### src/rtl/cfu_arbiter_if.sv
// Bundle of requester-side and CFU-side handshake signals around the CFU arbiter.
// slave = arbiter view, master = environment (requesters + CFU) view.
interface cfu_arbiter_if #(
  parameter int NUM_REQ         = 2,
  parameter int ID_W            = 4,
  parameter int DATA_W          = 32,
  parameter int MAX_OUTSTANDING = 4
);
  localparam int CW = $clog2(MAX_OUTSTANDING) + 1;

  logic [NUM_REQ-1:0]        s_req_valid;
  logic [NUM_REQ-1:0]        s_req_ready;
  logic [NUM_REQ*ID_W-1:0]   s_req_id;
  logic [NUM_REQ*DATA_W-1:0] s_req_data0;
  logic [NUM_REQ*DATA_W-1:0] s_req_data1;
  logic [NUM_REQ-1:0]        s_resp_valid;
  logic [NUM_REQ-1:0]        s_resp_ready;
  logic [ID_W-1:0]           s_resp_id;
  logic                      s_resp_status;
  logic [DATA_W-1:0]         s_resp_data;

  logic                      m_req_valid;
  logic                      m_req_ready;
  logic [ID_W-1:0]           m_req_id;
  logic [DATA_W-1:0]         m_req_data0;
  logic [DATA_W-1:0]         m_req_data1;
  logic                      m_resp_valid;
  logic                      m_resp_ready;
  logic [ID_W-1:0]           m_resp_id;
  logic                      m_resp_status;
  logic [DATA_W-1:0]         m_resp_data;

  logic [CW-1:0]             outstanding;

  modport slave (
    input  s_req_valid, s_req_id, s_req_data0, s_req_data1, s_resp_ready,
           m_req_ready, m_resp_valid, m_resp_id, m_resp_status, m_resp_data,
    output s_req_ready, s_resp_valid, s_resp_id, s_resp_status, s_resp_data,
           m_req_valid, m_req_id, m_req_data0, m_req_data1, m_resp_ready, outstanding
  );

  modport master (
    output s_req_valid, s_req_id, s_req_data0, s_req_data1, s_resp_ready,
           m_req_ready, m_resp_valid, m_resp_id, m_resp_status, m_resp_data,
    input  s_req_ready, s_resp_valid, s_resp_id, s_resp_status, s_resp_data,
           m_req_valid, m_req_id, m_req_data0, m_req_data1, m_resp_ready, outstanding
  );
endinterface

### src/rtl/cfu_arbiter.sv
// Round-robin arbiter sharing one in-order CFU between NUM_REQ requesters;
// a tag FIFO of grant indices routes each response back to its requester.
module cfu_arbiter #(
  parameter int NUM_REQ         = 2,
  parameter int ID_W            = 4,
  parameter int DATA_W          = 32,
  parameter int MAX_OUTSTANDING = 4
) (
  input logic           clk,
  input logic           rst_n,
  cfu_arbiter_if.slave  bus
);
  localparam int GW = $clog2(NUM_REQ);
  localparam int PW = $clog2(MAX_OUTSTANDING);
  localparam int CW = PW + 1;

  logic [GW-1:0] last_q, lock_idx_q, rr_idx, grant, head;
  logic          lock_q;
  logic [PW-1:0] wr_q, rd_q;
  logic [CW-1:0] cnt_q, cnt_d;
  logic [GW-1:0] tag_q [MAX_OUTSTANDING];
  logic          full, empty, push, pop;

  // Search starts one past the last accepted requester
  always_comb begin
    logic          found;
    logic [GW-1:0] idx;
    rr_idx = last_q;
    found  = 1'b0;
    idx    = '0;
    for (int k = 1; k <= NUM_REQ; k++) begin
      idx = GW'((int'(last_q) + k) % NUM_REQ);
      if (!found && bus.s_req_valid[idx]) begin
        rr_idx = idx;
        found  = 1'b1;
      end
    end
  end

  assign grant = lock_q ? lock_idx_q : rr_idx;
  assign full  = (cnt_q == CW'(MAX_OUTSTANDING));
  assign empty = (cnt_q == '0);
  assign head  = tag_q[rd_q];

  assign bus.m_req_valid = rst_n & bus.s_req_valid[grant] & ~full;
  assign bus.m_req_id    = bus.s_req_id[int'(grant)*ID_W +: ID_W];
  assign bus.m_req_data0 = bus.s_req_data0[int'(grant)*DATA_W +: DATA_W];
  assign bus.m_req_data1 = bus.s_req_data1[int'(grant)*DATA_W +: DATA_W];
  assign bus.m_resp_ready = rst_n & bus.s_resp_ready[head] & ~empty;

  assign bus.s_resp_id     = bus.m_resp_id;
  assign bus.s_resp_status = bus.m_resp_status;
  assign bus.s_resp_data   = bus.m_resp_data;

  always_comb begin
    bus.s_req_ready         = '0;
    bus.s_req_ready[grant]  = bus.m_req_valid & bus.m_req_ready;
    bus.s_resp_valid        = '0;
    bus.s_resp_valid[head]  = rst_n & bus.m_resp_valid & ~empty;
  end

  assign push  = bus.m_req_valid & bus.m_req_ready;
  assign pop   = bus.m_resp_valid & bus.m_resp_ready;
  assign cnt_d = cnt_q + CW'(push) - CW'(pop);
  assign bus.outstanding = cnt_q;

  always_ff @(posedge clk) begin
    if (!rst_n) begin
      last_q     <= GW'(NUM_REQ - 1);
      lock_q     <= 1'b0;
      lock_idx_q <= '0;
      wr_q       <= '0;
      rd_q       <= '0;
      cnt_q      <= '0;
    end else begin
      // Hold the grant while a request is stalled by the CFU
      lock_q     <= bus.m_req_valid & ~bus.m_req_ready;
      lock_idx_q <= grant;
      cnt_q      <= cnt_d;
      if (push) begin
        last_q <= grant;
        wr_q   <= wr_q + PW'(1);
      end
      if (pop) rd_q <= rd_q + PW'(1);
    end
  end

  always_ff @(posedge clk) begin
    if (rst_n && push) tag_q[wr_q] <= grant;
  end

  a_resp_while_empty: assert property (@(posedge clk) disable iff (!rst_n)
    !(bus.m_resp_valid && empty));
endmodule

### src/flat_wrapper.sv
// flat-port wrapper written by rule: the top's interface ports become plain ports
module cfu_arbiter_flat 
#(
  parameter int NUM_REQ         = 2,
  parameter int ID_W            = 4,
  parameter int DATA_W          = 32,
  parameter int MAX_OUTSTANDING = 4
)
  (clk, rst_n, bus_s_req_valid, bus_s_req_id, bus_s_req_data0, bus_s_req_data1, bus_s_resp_ready, bus_m_req_ready, bus_m_resp_valid, bus_m_resp_id, bus_m_resp_status, bus_m_resp_data, bus_s_req_ready, bus_s_resp_valid, bus_s_resp_id, bus_s_resp_status, bus_s_resp_data, bus_m_req_valid, bus_m_req_id, bus_m_req_data0, bus_m_req_data1, bus_m_resp_ready, bus_outstanding);
  cfu_arbiter_if #(.NUM_REQ(NUM_REQ), .ID_W(ID_W), .DATA_W(DATA_W), .MAX_OUTSTANDING(MAX_OUTSTANDING)) bus_i ();
  input logic clk;
  input logic rst_n;
  input wire logic [$bits(bus_i.s_req_valid)-1:0] bus_s_req_valid;
  input wire logic [$bits(bus_i.s_req_id)-1:0] bus_s_req_id;
  input wire logic [$bits(bus_i.s_req_data0)-1:0] bus_s_req_data0;
  input wire logic [$bits(bus_i.s_req_data1)-1:0] bus_s_req_data1;
  input wire logic [$bits(bus_i.s_resp_ready)-1:0] bus_s_resp_ready;
  input wire logic [$bits(bus_i.m_req_ready)-1:0] bus_m_req_ready;
  input wire logic [$bits(bus_i.m_resp_valid)-1:0] bus_m_resp_valid;
  input wire logic [$bits(bus_i.m_resp_id)-1:0] bus_m_resp_id;
  input wire logic [$bits(bus_i.m_resp_status)-1:0] bus_m_resp_status;
  input wire logic [$bits(bus_i.m_resp_data)-1:0] bus_m_resp_data;
  output wire logic [$bits(bus_i.s_req_ready)-1:0] bus_s_req_ready;
  output wire logic [$bits(bus_i.s_resp_valid)-1:0] bus_s_resp_valid;
  output wire logic [$bits(bus_i.s_resp_id)-1:0] bus_s_resp_id;
  output wire logic [$bits(bus_i.s_resp_status)-1:0] bus_s_resp_status;
  output wire logic [$bits(bus_i.s_resp_data)-1:0] bus_s_resp_data;
  output wire logic [$bits(bus_i.m_req_valid)-1:0] bus_m_req_valid;
  output wire logic [$bits(bus_i.m_req_id)-1:0] bus_m_req_id;
  output wire logic [$bits(bus_i.m_req_data0)-1:0] bus_m_req_data0;
  output wire logic [$bits(bus_i.m_req_data1)-1:0] bus_m_req_data1;
  output wire logic [$bits(bus_i.m_resp_ready)-1:0] bus_m_resp_ready;
  output wire logic [$bits(bus_i.outstanding)-1:0] bus_outstanding;
  assign bus_i.s_req_valid = bus_s_req_valid;
  assign bus_i.s_req_id = bus_s_req_id;
  assign bus_i.s_req_data0 = bus_s_req_data0;
  assign bus_i.s_req_data1 = bus_s_req_data1;
  assign bus_i.s_resp_ready = bus_s_resp_ready;
  assign bus_i.m_req_ready = bus_m_req_ready;
  assign bus_i.m_resp_valid = bus_m_resp_valid;
  assign bus_i.m_resp_id = bus_m_resp_id;
  assign bus_i.m_resp_status = bus_m_resp_status;
  assign bus_i.m_resp_data = bus_m_resp_data;
  assign bus_s_req_ready = bus_i.s_req_ready;
  assign bus_s_resp_valid = bus_i.s_resp_valid;
  assign bus_s_resp_id = bus_i.s_resp_id;
  assign bus_s_resp_status = bus_i.s_resp_status;
  assign bus_s_resp_data = bus_i.s_resp_data;
  assign bus_m_req_valid = bus_i.m_req_valid;
  assign bus_m_req_id = bus_i.m_req_id;
  assign bus_m_req_data0 = bus_i.m_req_data0;
  assign bus_m_req_data1 = bus_i.m_req_data1;
  assign bus_m_resp_ready = bus_i.m_resp_ready;
  assign bus_outstanding = bus_i.outstanding;
  cfu_arbiter #(.NUM_REQ(NUM_REQ), .ID_W(ID_W), .DATA_W(DATA_W), .MAX_OUTSTANDING(MAX_OUTSTANDING)) u_core (.clk(clk), .rst_n(rst_n), .bus(bus_i));
endmodule
### config.mk
export PLATFORM = sky130hd
export DESIGN_NAME = cfu_arbiter_flat
export DESIGN_NICKNAME = d
export VERILOG_FILES = /design/src/rtl/cfu_arbiter_if.sv /design/src/rtl/cfu_arbiter.sv /design/src/flat_wrapper.sv
export SDC_FILE = /design/constraint.sdc
export NUM_CORES = 1
export LEC_CHECK = 0
export ABC_AREA = 1
export CORE_AREA = 2 2 113 115
export CTS_CLUSTER_DIAMETER = 120
export DETAILED_ROUTE_END_ITERATION = 6
export DIE_AREA = 0 0 115 117
export PLACE_DENSITY_LB_ADDON = 0.15
export SYNTH_ARGS = -nofsm -noshare
export SYNTH_HDL_FRONTEND = slang
export SYNTH_SLANG_ARGS = --single-unit
### constraint.sdc
create_clock -name clk -period 2.8 [get_ports clk]
set_input_delay 0.56 -clock clk [delete_from_list [all_inputs] [get_ports clk]]
set_output_delay 0.56 -clock clk [all_outputs]
set_load 0.01 [all_outputs]
==> flow_summary.json <==
{
  "drc_errors": 0,
  "hp-class": "reg -> reg",
  "synth_flop_cell": "dfxtp_1",
  "crit_family": "buffers and inverters",
  "syn_nets": 560,
  "synth_cell_types": 22,
  "dpl.hpwl_um": 7878,
  "synth_warnings": 0,
  "grt_max_degree": 56,
  "grt_use_total_pct": 11.87,
  "max_freq_mhz": 374.8,
  "grt_antenna_before_repair": 0,
  "rr_endpoint": "u_core.bus.outstanding[2]",
  "cp_num_buf_inv": 5,
  "clk_pin_slew_worst_paths_ns": 0.05,
  "maxCapViolCount": 0,
  "core.rowCount": 41,
  "syn_area_sq_mm": 0.002023,
  "layout-drive-gt1-share_pct": 7.356,
  "die_w_um": 115,
  "avgViaCountPerCell": 3.868,
  "gp_congestion": 0.7286,
  "hold_path_depth": 2,
  "start_util_pct": 16.43,
  "dp_worst_setup_slack_ns": -0.1400,
  "grt_pass1_vias": 2560,
  "insertion_delay_ns": 0.24,
  "critPathSlowestCell": "clkdlybuf4s50_1",
  "finClkSkew_ns": 0.0008878,
  "ctsHtreeMaxLevel": 1,
  "drtAntennaViolNets": 0,
  "core_sq_mm": 0.01231,
  "cts_root_buffer": "clkbuf_16",
  "setup_viol": 0,
  "ys_seq_area_share_pct": 17.81,
  "period_share_pct": 95.29,
  "rr_worst_depth": 12,
  "holdBufCountCts": 0,
  "nNetsFinal": 760,
  "final_core_util_pct": 35.41,
  "io_pins": 295,
  "multi_input_area_sq_mm": 0.001229,
  "cts_sinks": 16,
  "regArea_sq_um": 360.3,
  "crit_required_ns": 2.24,
  "n_antenna_cell": 0,
  "slew_viol_final": 0,
  "arrival_ns": 2.11,
  "r2r_slack_ns": 0.33,
  "rsz0062_at_grt": "true",
  "whs_ns": 0.4973,
  "fin_crit_ns": 2.668,
  "dieArea_sq_mm": 0.01346,
  "path_cells": "clkdlybuf4s50_1 -> buf_4 -> nand2_1 -> nand3_1 -> nand2_4 -> buf_4 -> buf_4 -> nand2_1 -> nand2_1 -> dlygate4sd2_1",
  "first_iter_violations": 89,
  "path_max_fanout": 10,
  "max_slew_margin_pct": 81.43,
  "overflow": 0,
  "wire_per_inst_um": 13.33,
  "holdPathEnd": "u_core.rd_q[1]",
  "grt_pass1_wl_um": 12600,
  "ys_async_sr_fraction_pct": 0,
  "cts_tree": "done",
  "worst-setup-path-type": "in -> out",
  "cts_made_buffers": 3,
  "peakVddDrop_v": 0.0002962,
  "max-clock-path-buffers": 2,
  "max_stage_delay_ns": 0.48,
  "startpoint_type": "input port",
  "via_count": 2789,
  "syn_area_per_cell_sq_um": 5.439,
  "reg2reg_from": "u_core.bus.outstanding[1]",
  "wirelength_um": 9611,
  "firstDrtPassIters": 4,
  "status": "complete, no violations",
  "areaGrowthSynthToFinish_pct": 115.5,
  "leakage_nw": 2.280,
  "finalHoldViolations": 0,
  "worst_slack_ns": 0.1319,
  "die_y_um": 117,
  "synth_edf_count": 4,
  "fillers": 1361,
  "synth_cells": 372,
  "power_density_mw_per_mm2": 374.9,
  "hold_path_startpoint": "u_core.rd_q[1]",
  "port_buffers": 220,
  "ys_ff_latch": 16,
  "critPathCaptureType": "output port",
  "tightest_slew_ns": 0.2767
}
[worst max path at each step]
stage,start,endpoint,depth (start not counted)
floorplan,u_core.bus.outstanding[1],u_core.bus.outstanding[2],12
global placement,bus_s_req_valid[1],bus_m_req_data1[10],9
detailed placement,bus_s_req_valid[1],bus_m_req_data1[10],9
CTS,bus_s_req_valid[1],bus_m_req_data1[13],9
global route,bus_s_req_valid[1],bus_s_req_ready[0],10
finish,bus_s_req_valid[1],bus_m_req_data1[21],10
[area by class of cell]
cell class              count  share of cell area [%]
repair buffers            246                   55.28
multi-input cells         280                   28.19
flip-flops and latches     16                   8.266
well taps                 150                   4.305
inverters                  25                   2.153
clock buffers               3                   1.722
clock inverters             1                 0.08611
[cells in the final DEF (no fill, tap or decap), types with 2 or more instances in the layout]
cell and instances:
a21oi_1 4, buf_12 3, buf_4 19, buf_6 2, clkbuf_16 5, clkdlybuf4s15_1 3
clkdlybuf4s50_1 148, dfxtp_1 12, dlygate4sd2_1 64, dlymetal6s2s_1 5, edfxtp_1 4, ha_1 6
inv_1 23, inv_2 2, nand2_1 231, nand2_4 2, nand3_1 8, nand3_2 2
nor2_1 15, nor2_2 2, xor2_1 2
[per-stage QoR]
stage,instances,area (sq um),power (W),TNS (ns)
after floorplan,372,2023,0.0007848,0
after global placement,712,4243,0.001435,-5.980
after detailed placement,712,4243,0.001432,-7.106
final,721,4359,0.001634,0
after CTS,716,4250,0.001605,-0.08707
after global routing,721,4359,0.001764,-0.02557
[what timing repair did]
item | 4_1_cts | 5_1_grt
pin swaps | 0 | 2
cloned | 0 | 2
resized for setup | 70 | 13
buffers inserted | 0 | 3
setup endpoints to repair | 71 | 15
[metal layers]
layer | track usage, % | share of wire, % | vias up
met5 | 0 | 0 | -
met1 | 11.84 | 35 | 1183
met4 | 1.124 | 0.20 | 0
met3 | 4.737 | 11 | 4
li1 | - | - | 1468
met2 | 23.84 | 53 | 134
[logic make-up (layout without fill, tap and decap cells)]
family / Yosys count / after routing / synth area share (%)
AOI/OAI and AO/OA: 6 / 6 / 2.288
xor gates and xnor gates: 2 / 2 / 0.8660
adders and majority gates: 7 / 7 / 4.700
buffers and inverters: 76 / 275 / 22.08
DFF: 16 / 16 / 17.81
and+or+nand+nor: 265 / 265 / 52.26
[report_power, final]
group          leakage, nW  switching, W  internal (W)
sequential           0.134     0.0000176      0.000259
combinational         2.11      0.000505      0.000576
clock               0.0385     0.0000869      0.000189
total                 2.28      0.000610       0.00102
[tightest hold or removal path, stage by stage (launching register included)]
cell	delay, ns
dfxtp_1	0.32
nand2_1	0.06
a21oi_1	0.07
[synthesized netlist by cell type, drive strengths merged (2+ instances only)]
master  count  share of area [%]
buf        51                 17
or2         2               0.62
edfxtp      4                5.9
nand3      10                3.0
xor2        2               0.87
a21oi       4               0.99
ha          6                3.7
dfxtp      12                 12
nand2     234                 44
nor2       18                3.8
inv        25                4.6
(Power assumes the default switching activity.)
